`src/rtl/uart_tx_fifo.sv`:
```
`default_nettype none
// ============================================================================
// Module   : uart_tx_fifo
// Purpose  : Byte FIFO between the terminal core and a uart transmitter.
//            Bytes are pushed at any rate. They are popped one at a time and
//            handed to the uart as a one-cycle transmit pulse plus a held byte.
//            The block then waits for the uart's is_transmitting to rise and
//            fall before it launches the next byte. Overflow and
//            unacknowledged launches are flagged in sticky flags.
// Ports    : clk_i            system clock, rising edge
//            rst_ni           asynchronous active-low reset
//            wr_en_i/wr_data_i push request and byte
//            full_o/empty_o/level_o  FIFO occupancy, derived from level register
//            overflow_o       sticky, push attempted while full
//            tx_lost_o        sticky, launch not acknowledged in ARM_TIMEOUT
//            clr_flags_i      clears both sticky flags (set has priority)
//            uart_transmit_o  one-cycle launch pulse
//            uart_tx_byte_o   launched byte, held until the next launch
//            uart_busy_i      uart is_transmitting
//            busy_o           FSM active or FIFO not empty
// Revision : 1.0  initial release
// ============================================================================
module uart_tx_fifo #(
  parameter int DEPTH       = 16,
  parameter int ADDR_W      = 4,
  parameter int ARM_TIMEOUT = 4
) (
  input  logic              clk_i,
  input  logic              rst_ni,
  input  logic              wr_en_i,
  input  logic [7:0]        wr_data_i,
  output logic              full_o,
  output logic              empty_o,
  output logic [ADDR_W:0]   level_o,
  output logic              overflow_o,
  output logic              tx_lost_o,
  input  logic              clr_flags_i,
  output logic              uart_transmit_o,
  output logic [7:0]        uart_tx_byte_o,
  input  logic              uart_busy_i,
  output logic              busy_o
);

  localparam logic [1:0]        c_ST_IDLE  = 2'd0;
  localparam logic [1:0]        c_ST_ARM   = 2'd1;
  localparam logic [1:0]        c_ST_DRAIN = 2'd2;
  localparam logic [3:0]        c_ARM_TO   = 4'(ARM_TIMEOUT);
  localparam logic [ADDR_W:0]   c_DEPTH    = (ADDR_W+1)'(DEPTH);

  logic [1:0]        state_q, state_d;
  logic [3:0]        timer_q, timer_d;
  logic [ADDR_W-1:0] wr_ptr_q, wr_ptr_d;
  logic [ADDR_W-1:0] rd_ptr_q, rd_ptr_d;
  logic [ADDR_W:0]   level_q, level_d;
  logic              overflow_q, overflow_d;
  logic              tx_lost_q, tx_lost_d;
  logic              transmit_q, transmit_d;
  logic [7:0]        tx_byte_q, tx_byte_d;
  logic [7:0]        mem_q [DEPTH];

  logic w_full;
  logic w_empty;
  logic w_push;
  logic w_pop;
  logic w_lost;

  // Occupancy comes only from the level register, so a pop in the same
  // cycle never makes room for a push.
  assign w_full  = (level_q == c_DEPTH);
  assign w_empty = (level_q == '0);
  assign w_push  = wr_en_i && !w_full;

  // --------------------------------------------------------------------------
  // State register (FSM plus FIFO bookkeeping)
  // --------------------------------------------------------------------------
  always_ff @(posedge clk_i or negedge rst_ni) begin
    if (!rst_ni) begin
      state_q    <= c_ST_IDLE;
      timer_q    <= '0;
      wr_ptr_q   <= '0;
      rd_ptr_q   <= '0;
      level_q    <= '0;
      overflow_q <= 1'b0;
      tx_lost_q  <= 1'b0;
      transmit_q <= 1'b0;
      tx_byte_q  <= 8'h00;
    end else begin
      state_q    <= state_d;
      timer_q    <= timer_d;
      wr_ptr_q   <= wr_ptr_d;
      rd_ptr_q   <= rd_ptr_d;
      level_q    <= level_d;
      overflow_q <= overflow_d;
      tx_lost_q  <= tx_lost_d;
      transmit_q <= transmit_d;
      tx_byte_q  <= tx_byte_d;
    end
  end

  // Storage has no reset; stale entries are unreachable once the pointers clear.
  always_ff @(posedge clk_i) begin
    if (w_push) begin
      mem_q[wr_ptr_q] <= wr_data_i;
    end
  end

  // --------------------------------------------------------------------------
  // Next-state logic
  // --------------------------------------------------------------------------
  always_comb begin
    state_d    = state_q;
    timer_d    = timer_q;
    w_pop      = 1'b0;
    w_lost     = 1'b0;
    transmit_d = 1'b0;
    tx_byte_d  = tx_byte_q;
    case (state_q)
      c_ST_IDLE: begin
        if (!w_empty && !uart_busy_i) begin
          w_pop      = 1'b1;
          tx_byte_d  = mem_q[rd_ptr_q];
          transmit_d = 1'b1;
          timer_d    = '0;
          state_d    = c_ST_ARM;
        end
      end
      c_ST_ARM: begin
        if (uart_busy_i) begin
          state_d = c_ST_DRAIN;
        end else begin
          timer_d = timer_q + 4'd1;
          // The popped byte is abandoned, not retried.
          if (timer_d == c_ARM_TO) begin
            w_lost  = 1'b1;
            state_d = c_ST_IDLE;
          end
        end
      end
      c_ST_DRAIN: begin
        if (!uart_busy_i) begin
          state_d = c_ST_IDLE;
        end
      end
      default: begin
        state_d = c_ST_IDLE;
      end
    endcase

    wr_ptr_d = w_push ? wr_ptr_q + 1'b1 : wr_ptr_q;
    rd_ptr_d = w_pop  ? rd_ptr_q + 1'b1 : rd_ptr_q;
    case ({w_push, w_pop})
      2'b10:   level_d = level_q + 1'b1;
      2'b01:   level_d = level_q - 1'b1;
      default: level_d = level_q;
    endcase

    // Setting a sticky flag wins over a same-cycle clear.
    if (wr_en_i && w_full) begin
      overflow_d = 1'b1;
    end else if (clr_flags_i) begin
      overflow_d = 1'b0;
    end else begin
      overflow_d = overflow_q;
    end
    if (w_lost) begin
      tx_lost_d = 1'b1;
    end else if (clr_flags_i) begin
      tx_lost_d = 1'b0;
    end else begin
      tx_lost_d = tx_lost_q;
    end
  end

  // --------------------------------------------------------------------------
  // Outputs
  // --------------------------------------------------------------------------
  always_comb begin
    full_o          = w_full;
    empty_o         = w_empty;
    level_o         = level_q;
    overflow_o      = overflow_q;
    tx_lost_o       = tx_lost_q;
    uart_transmit_o = transmit_q;
    uart_tx_byte_o  = tx_byte_q;
    busy_o          = (state_q != c_ST_IDLE) || !w_empty;
  end

endmodule
`default_nettype wire

```
`config.mk`:
```
export PLATFORM = sky130hd
export DESIGN_NAME = uart_tx_fifo
export DESIGN_NICKNAME = d
export VERILOG_FILES = /design/src/rtl/uart_tx_fifo.sv
export SDC_FILE = /design/constraint.sdc
export NUM_CORES = 1
export LEC_CHECK = 0
export ABC_AREA = 1
export CORE_ASPECT_RATIO = 0.6
export CORE_MARGIN = 3
export CORE_UTILIZATION = 50
export DETAILED_ROUTE_END_ITERATION = 8
export PLACE_DENSITY = 0.68
export SYNTH_ARGS = -nofsm -noshare
export SYNTH_HDL_FRONTEND = slang
export SYNTH_SLANG_ARGS = --single-unit
```
`constraint.sdc`:
```
create_clock -name clk_i -period 3.9 [get_ports clk_i]
set_input_delay 0.78 -clock clk_i [delete_from_list [all_inputs] [get_ports clk_i]]
set_output_delay 0.78 -clock clk_i [all_outputs]
set_load 0.05 [all_outputs]
```
---- Word-level counts from Yosys, hierarchy flattened ----
Memory sizes are Yosys's and may differ from the RTL's. A register that Yosys moved wholly into a read port is not among the register bits.
Index checks and enable logic that the tools add are counted.
storage, ports and cells
  bits of input ports ..................... 13
  output and inout bits ................... 19
  memories kept ........................... 1
  bits in registers ....................... 22
  RAM bits ................................ 128
  logic and storage cells ................. 61
cells by class
  multiplexer cells ....................... 19
  reduce and logical (&&, ||, !) cells .... 18
  $add $sub $neg .......................... 5
  eq/ne operators ......................... 10
memories
  memory  depth  width  rd ports  clocked after Yosys merged registers in  write ports  RTL line  source
  mem_q   16     8      1         1                                        1            59        logic [7:0] mem_q [DEPTH];
operators with widths
  operator                                                            count
  4-bit by 1-bit adder with 4-bit output, second input constant       3
  1-bit 2-to-1 mux                                                    10
  5-bit case mux with 2 select lines                                  1
  2-bit nonzero test                                                  5
  2-bit 2-to-1 mux                                                    4
  4-bit 2-to-1 mux                                                    2
  4-bit case mux with 2 select lines                                  1
  2-bit != test, second input constant                                3
  2-bit case mux with 3 select lines                                  1
  3-bit AND reduction                                                 2
  5-bit by 1-bit adder with 5-bit output, second input constant       1
  5-bit == test, second input constant                                1
  5-bit zero test                                                     1
  5-bit by 1-bit subtractor with 5-bit output, second input constant  1
  2-bit by 1-bit == test with 1-bit output, second input constant     2
  2-bit == test, second input constant                                2
  4-bit by 3-bit == test with 1-bit output, second input constant     1
  1-bit zero test                                                     4
  1-bit logical AND                                                   3
  3-bit != test, second input constant                                1
  2-bit zero test                                                     1
  2-bit AND reduction                                                 1
  1-bit logical OR                                                    1

---- Depth between registers and ports, before layout ----
  depth after elaboration ................. 7
  mapped depth ............................ 19
  gate-level depth less buffers ........... 17

---- Worst setup path before layout ----
OpenSTA, ideal clock, no wires.
  path kind ............................... register to register
  start point ............................. reg level_q[0] (netlist: level_o[0])
  end point ............................... reg level_q[4] (netlist: level_o[4])
  arrival ................................. 2.460 ns
  stages on the path, launching flop included .. 20
  clock period less this slack ............ 2.578 ns
  path buffers ............................ 2
  library setup time ...................... 0.118 ns
  slack ................................... 1.322 ns
  data required time ...................... 3.782 ns
  cells stage by stage .................... dfrtp_1 > nor2_1 > nand3_1 > inv_1 > nand2_1 > nand2_2 > inv_1 > buf_2 > ha_1 > clkbuf_2 > xor2_1 > ha_1 > a21oi_1 > nor2_1 > nand2_1 > nand2_1 > nand2_1 > nand2_1 > nand2_1 > nand2_1
between the ends
  cells in the longest elaborated chain, start to end .. 7
  elaborated cells between the ends (all ways) .. 14
  those cells by class .................... add/sub: 2; eq/ne: 3; mux: 3; reduce/logical: 6
ends and longest elaborated chain
  what                                                                       RTL line  source
  start: declaration                                                         54        logic [ADDR_W:0] level_q, level_d;
  start signal: assignment                                                   92        level_q <= level_d;
  5-bit zero test (*)                                                        70        assign w_empty = (level_q == '0);
  1-bit zero test (*)                                                        119       if (!w_empty && !uart_busy_i) begin
  1-bit logical AND (*)                                                      119
  1-bit 2-to-1 mux (*) (2 in series)                                         --
  named net transmit_d                                                       57        logic transmit_q, transmit_d;
  2-bit by 1-bit == test with 1-bit output or 2-bit == test (tied branches)  151       case ({w_push, w_pop})
  5-bit case mux with 2 select lines or 2-bit nonzero test (tied branches)   --
The timed path passes the listed nets; every way through them passes the cells marked *.
A chain may end at the register's enable or synchronous reset.

---- Final worst setup path ----
  start point ............................. reg level_q[0] (netlist: level_o[0])
  end point ............................... out empty_o
between the ends
  cells in the longest elaborated chain, start to end .. 1
ends and longest elaborated chain
  what              RTL line  source
  5-bit zero test   70
  end: declaration  33        output logic empty_o,
No other way between the ends.

==> metrics.yaml <==
place.detailed.hpwl_mm: 10.4
postSynthCellCount: 715
clk_pin_slew_ns: 0.06
wl_per_cell_um: 16.9
start_util: 0.530
path_buf_inv: 3
synth_cell_type_count: 23
syn_nets: 737
fin_crit_ns: 2.97
critical-path-max-stage-delay_ns: 0.80
irDropWorstVdd_uv: 509
grt_overflow_total: 0
ys_ff_latch: 158
setup_viol: 0
yosys.area.top_type: "edfxtp_1"
die_h_um: 98.1
dp_cells: 921
core_area_mm2: 0.0133
cp.required_ns: 3.12
drt_iter0_markers: 595
hold_class: "reg2reg"
ios: 32
most-common-layout-cells: "nand2_1, edfxtp_1, inv_1"
rsz0062_at_grt: "false"
die_area_mm2: 0.0156
maxCapViolations: 0
h-tree-depth: 4
post-place-ws_ns: 0.795
layout-drive-gt1-share: 0.0705
slew_headroom: 0.263
fin_hold_ws_ns: 0.465
finalHoldViolCount: 0
gp_congestion: 0.936
cts_buffers: 17
grtUsageTotal: 0.216
cts_buffer_depth: 2
clock_sinks: 158
vias: 4858
slowest_stage: "clkdlybuf4s50_1"
fin_ws_ns: 0.934
post_cts_buffers: 0
firstDrtPassIters: 5
cts_resized: 0
period_share: 0.760
drc: 0
rows: 32
final_common_cell: "nand2_1"
crit_family: "buffers and inverters"
grt_pass1_wl_mm: 25.6
crit_path_end_kind: "output pin"
fin_worst_skew_ns: 0.00801
clock_latency_ns: 0.42
power_density_mw_per_mm2: 763
antenna_found_initial: 1
syn_area_per_cell_um2: 9.88
max_freq_mhz: 337
antenna_cells: 0
finalPower_w: 0.00624
wirelength_mm: 16.1
antenna_left: 0
nFillCells: 1069
leakagePower_nw: 3.64
grt_max_degree: 67
ys.warnings.count: 0
crit_path_start_kind: "flop"
grt_pass1_vias: 4529
synth_top_area_frac: 0.544
fp.dieW_um: 159
crit_chain: "nor2_1, nand3_1, inv_1, nand2_1, inv_1, clkdlybuf4s50_1"
synth-seq-area-share: 0.650
final_cells: 953
via_per_inst: 5.10
nets: 775
critPathArrivalTime_ns: 2.19
clockRootBuffer: "clkbuf_16"
cts_hold_buf: 0
crit_top_cell: "inv_1"
critical_path_class: "reg2out"
slew_violations: 0
syn_area_mm2: 0.00707
tightestPinTransition_ns: 1.11
crit_path_max_fanout: 5
outcome: "finished, final reports clean"
syn_to_final_growth_pct: 15.6
cts_tree: "done"
portBuffers: 31
fin_setup_tns_ns: 0
synth.area.top_cells: "edfxtp_1, nand2_1, dfrtp_1, nand3_1, inv_1"
==> routing by layer <==
layer	routed length [µm]	global-route usage	vias to the layer above
met2	6760	0.299	218
met5	13	0	-
met3	1620	0.0661	19
li1	-	-	2362
met4	191	0.0551	2
met1	7500	0.331	2257
==> report_power, final <==
group / internal (W) / switching, W
Combinational: 0.000688 / 0.00164
Clock: 0.000978 / 0.000667
Sequential: 0.00209 / 0.000170
Total: 0.00376 / 0.00248
==> logic make-up (layout without fill, tap and decap cells) <==
logic type	after synthesis	in the layout	share of synthesized area
simple gates	363	363	0.216
compound gates	15	15	0.0108
fa+ha+maj	9	9	0.0159
buf+inv	158	209	0.0921
xor+xnor	12	12	0.0149
flops	158	158	0.650
==> sequential cells by signal, indices dropped and copies added, names as in the netlist <==
register         count
uart_tx_byte_o       8
overflow_o           1
rd_ptr_q             4
level_o              5
mem_q              128
state_q              2
uart_transmit_o      1
tx_lost_o            1
timer_q              4
wr_ptr_q             4
==> cell usage after synthesis <==
master / count
clkbuf_1: 2
inv_2: 3
edfxtp_1: 128
nand2_2: 3
a21oi_1: 2
clkinv_1: 1
buf_4: 7
xor2_1: 9
ha_1: 9
o22ai_1: 1
o21ai_1: 1
clkbuf_2: 1
dfrtp_1: 30
nand3b_1: 2
nor2_1: 10
xnor2_1: 3
inv_1: 125
buf_6: 1
nand3_1: 107
o21ai_0: 11
buf_2: 18
nand2_1: 229
nor3_1: 12
==> area by class of cell <==
type	instances	area, µm²	share of cell area
Clock buffer	22	497	0.0608
Clock inverter	10	101	0.0124
Sequential cell	158	4600	0.562
Inverter	129	484	0.0593
Tap cell	187	234	0.0286
Multi-Input combinational cell	399	1820	0.223
Timing Repair Buffer	48	438	0.0536
==> path summary, 6_finish.rpt <==
check                                       start                       to  slack (ns)  cells after the start
setup / recovery           level_o[0]$_DFFE_PN0P_                  empty_o        0.93                      6
hold / removal             state_q[1]$_DFFE_PN0P_   state_q[1]$_DFFE_PN0P_        0.46                      1
setup reg to reg           level_o[0]$_DFFE_PN0P_   level_o[4]$_DFFE_PN0P_        1.27                     17
hold reg to reg            state_q[1]$_DFFE_PN0P_   state_q[1]$_DFFE_PN0P_        0.46                      1
max in group asynchronous                  rst_ni  rd_ptr_q[0]$_DFFE_PN0P_        2.86                      2
min in group asynchronous                  rst_ni   timer_q[2]$_DFFE_PN0P_        0.74                      2
==> stage by stage <==
| step | util | area (µm²) |
|---|---|---|
| global placement | 0.568 | 7570 |
| detailed placement | 0.568 | 7570 |
| floorplan | - | 7070 |
| finish | 0.613 | 8170 |
| global route | 0.613 | 8170 |
| CTS | 0.613 | 8170 |
(Power assumes the default switching activity.)
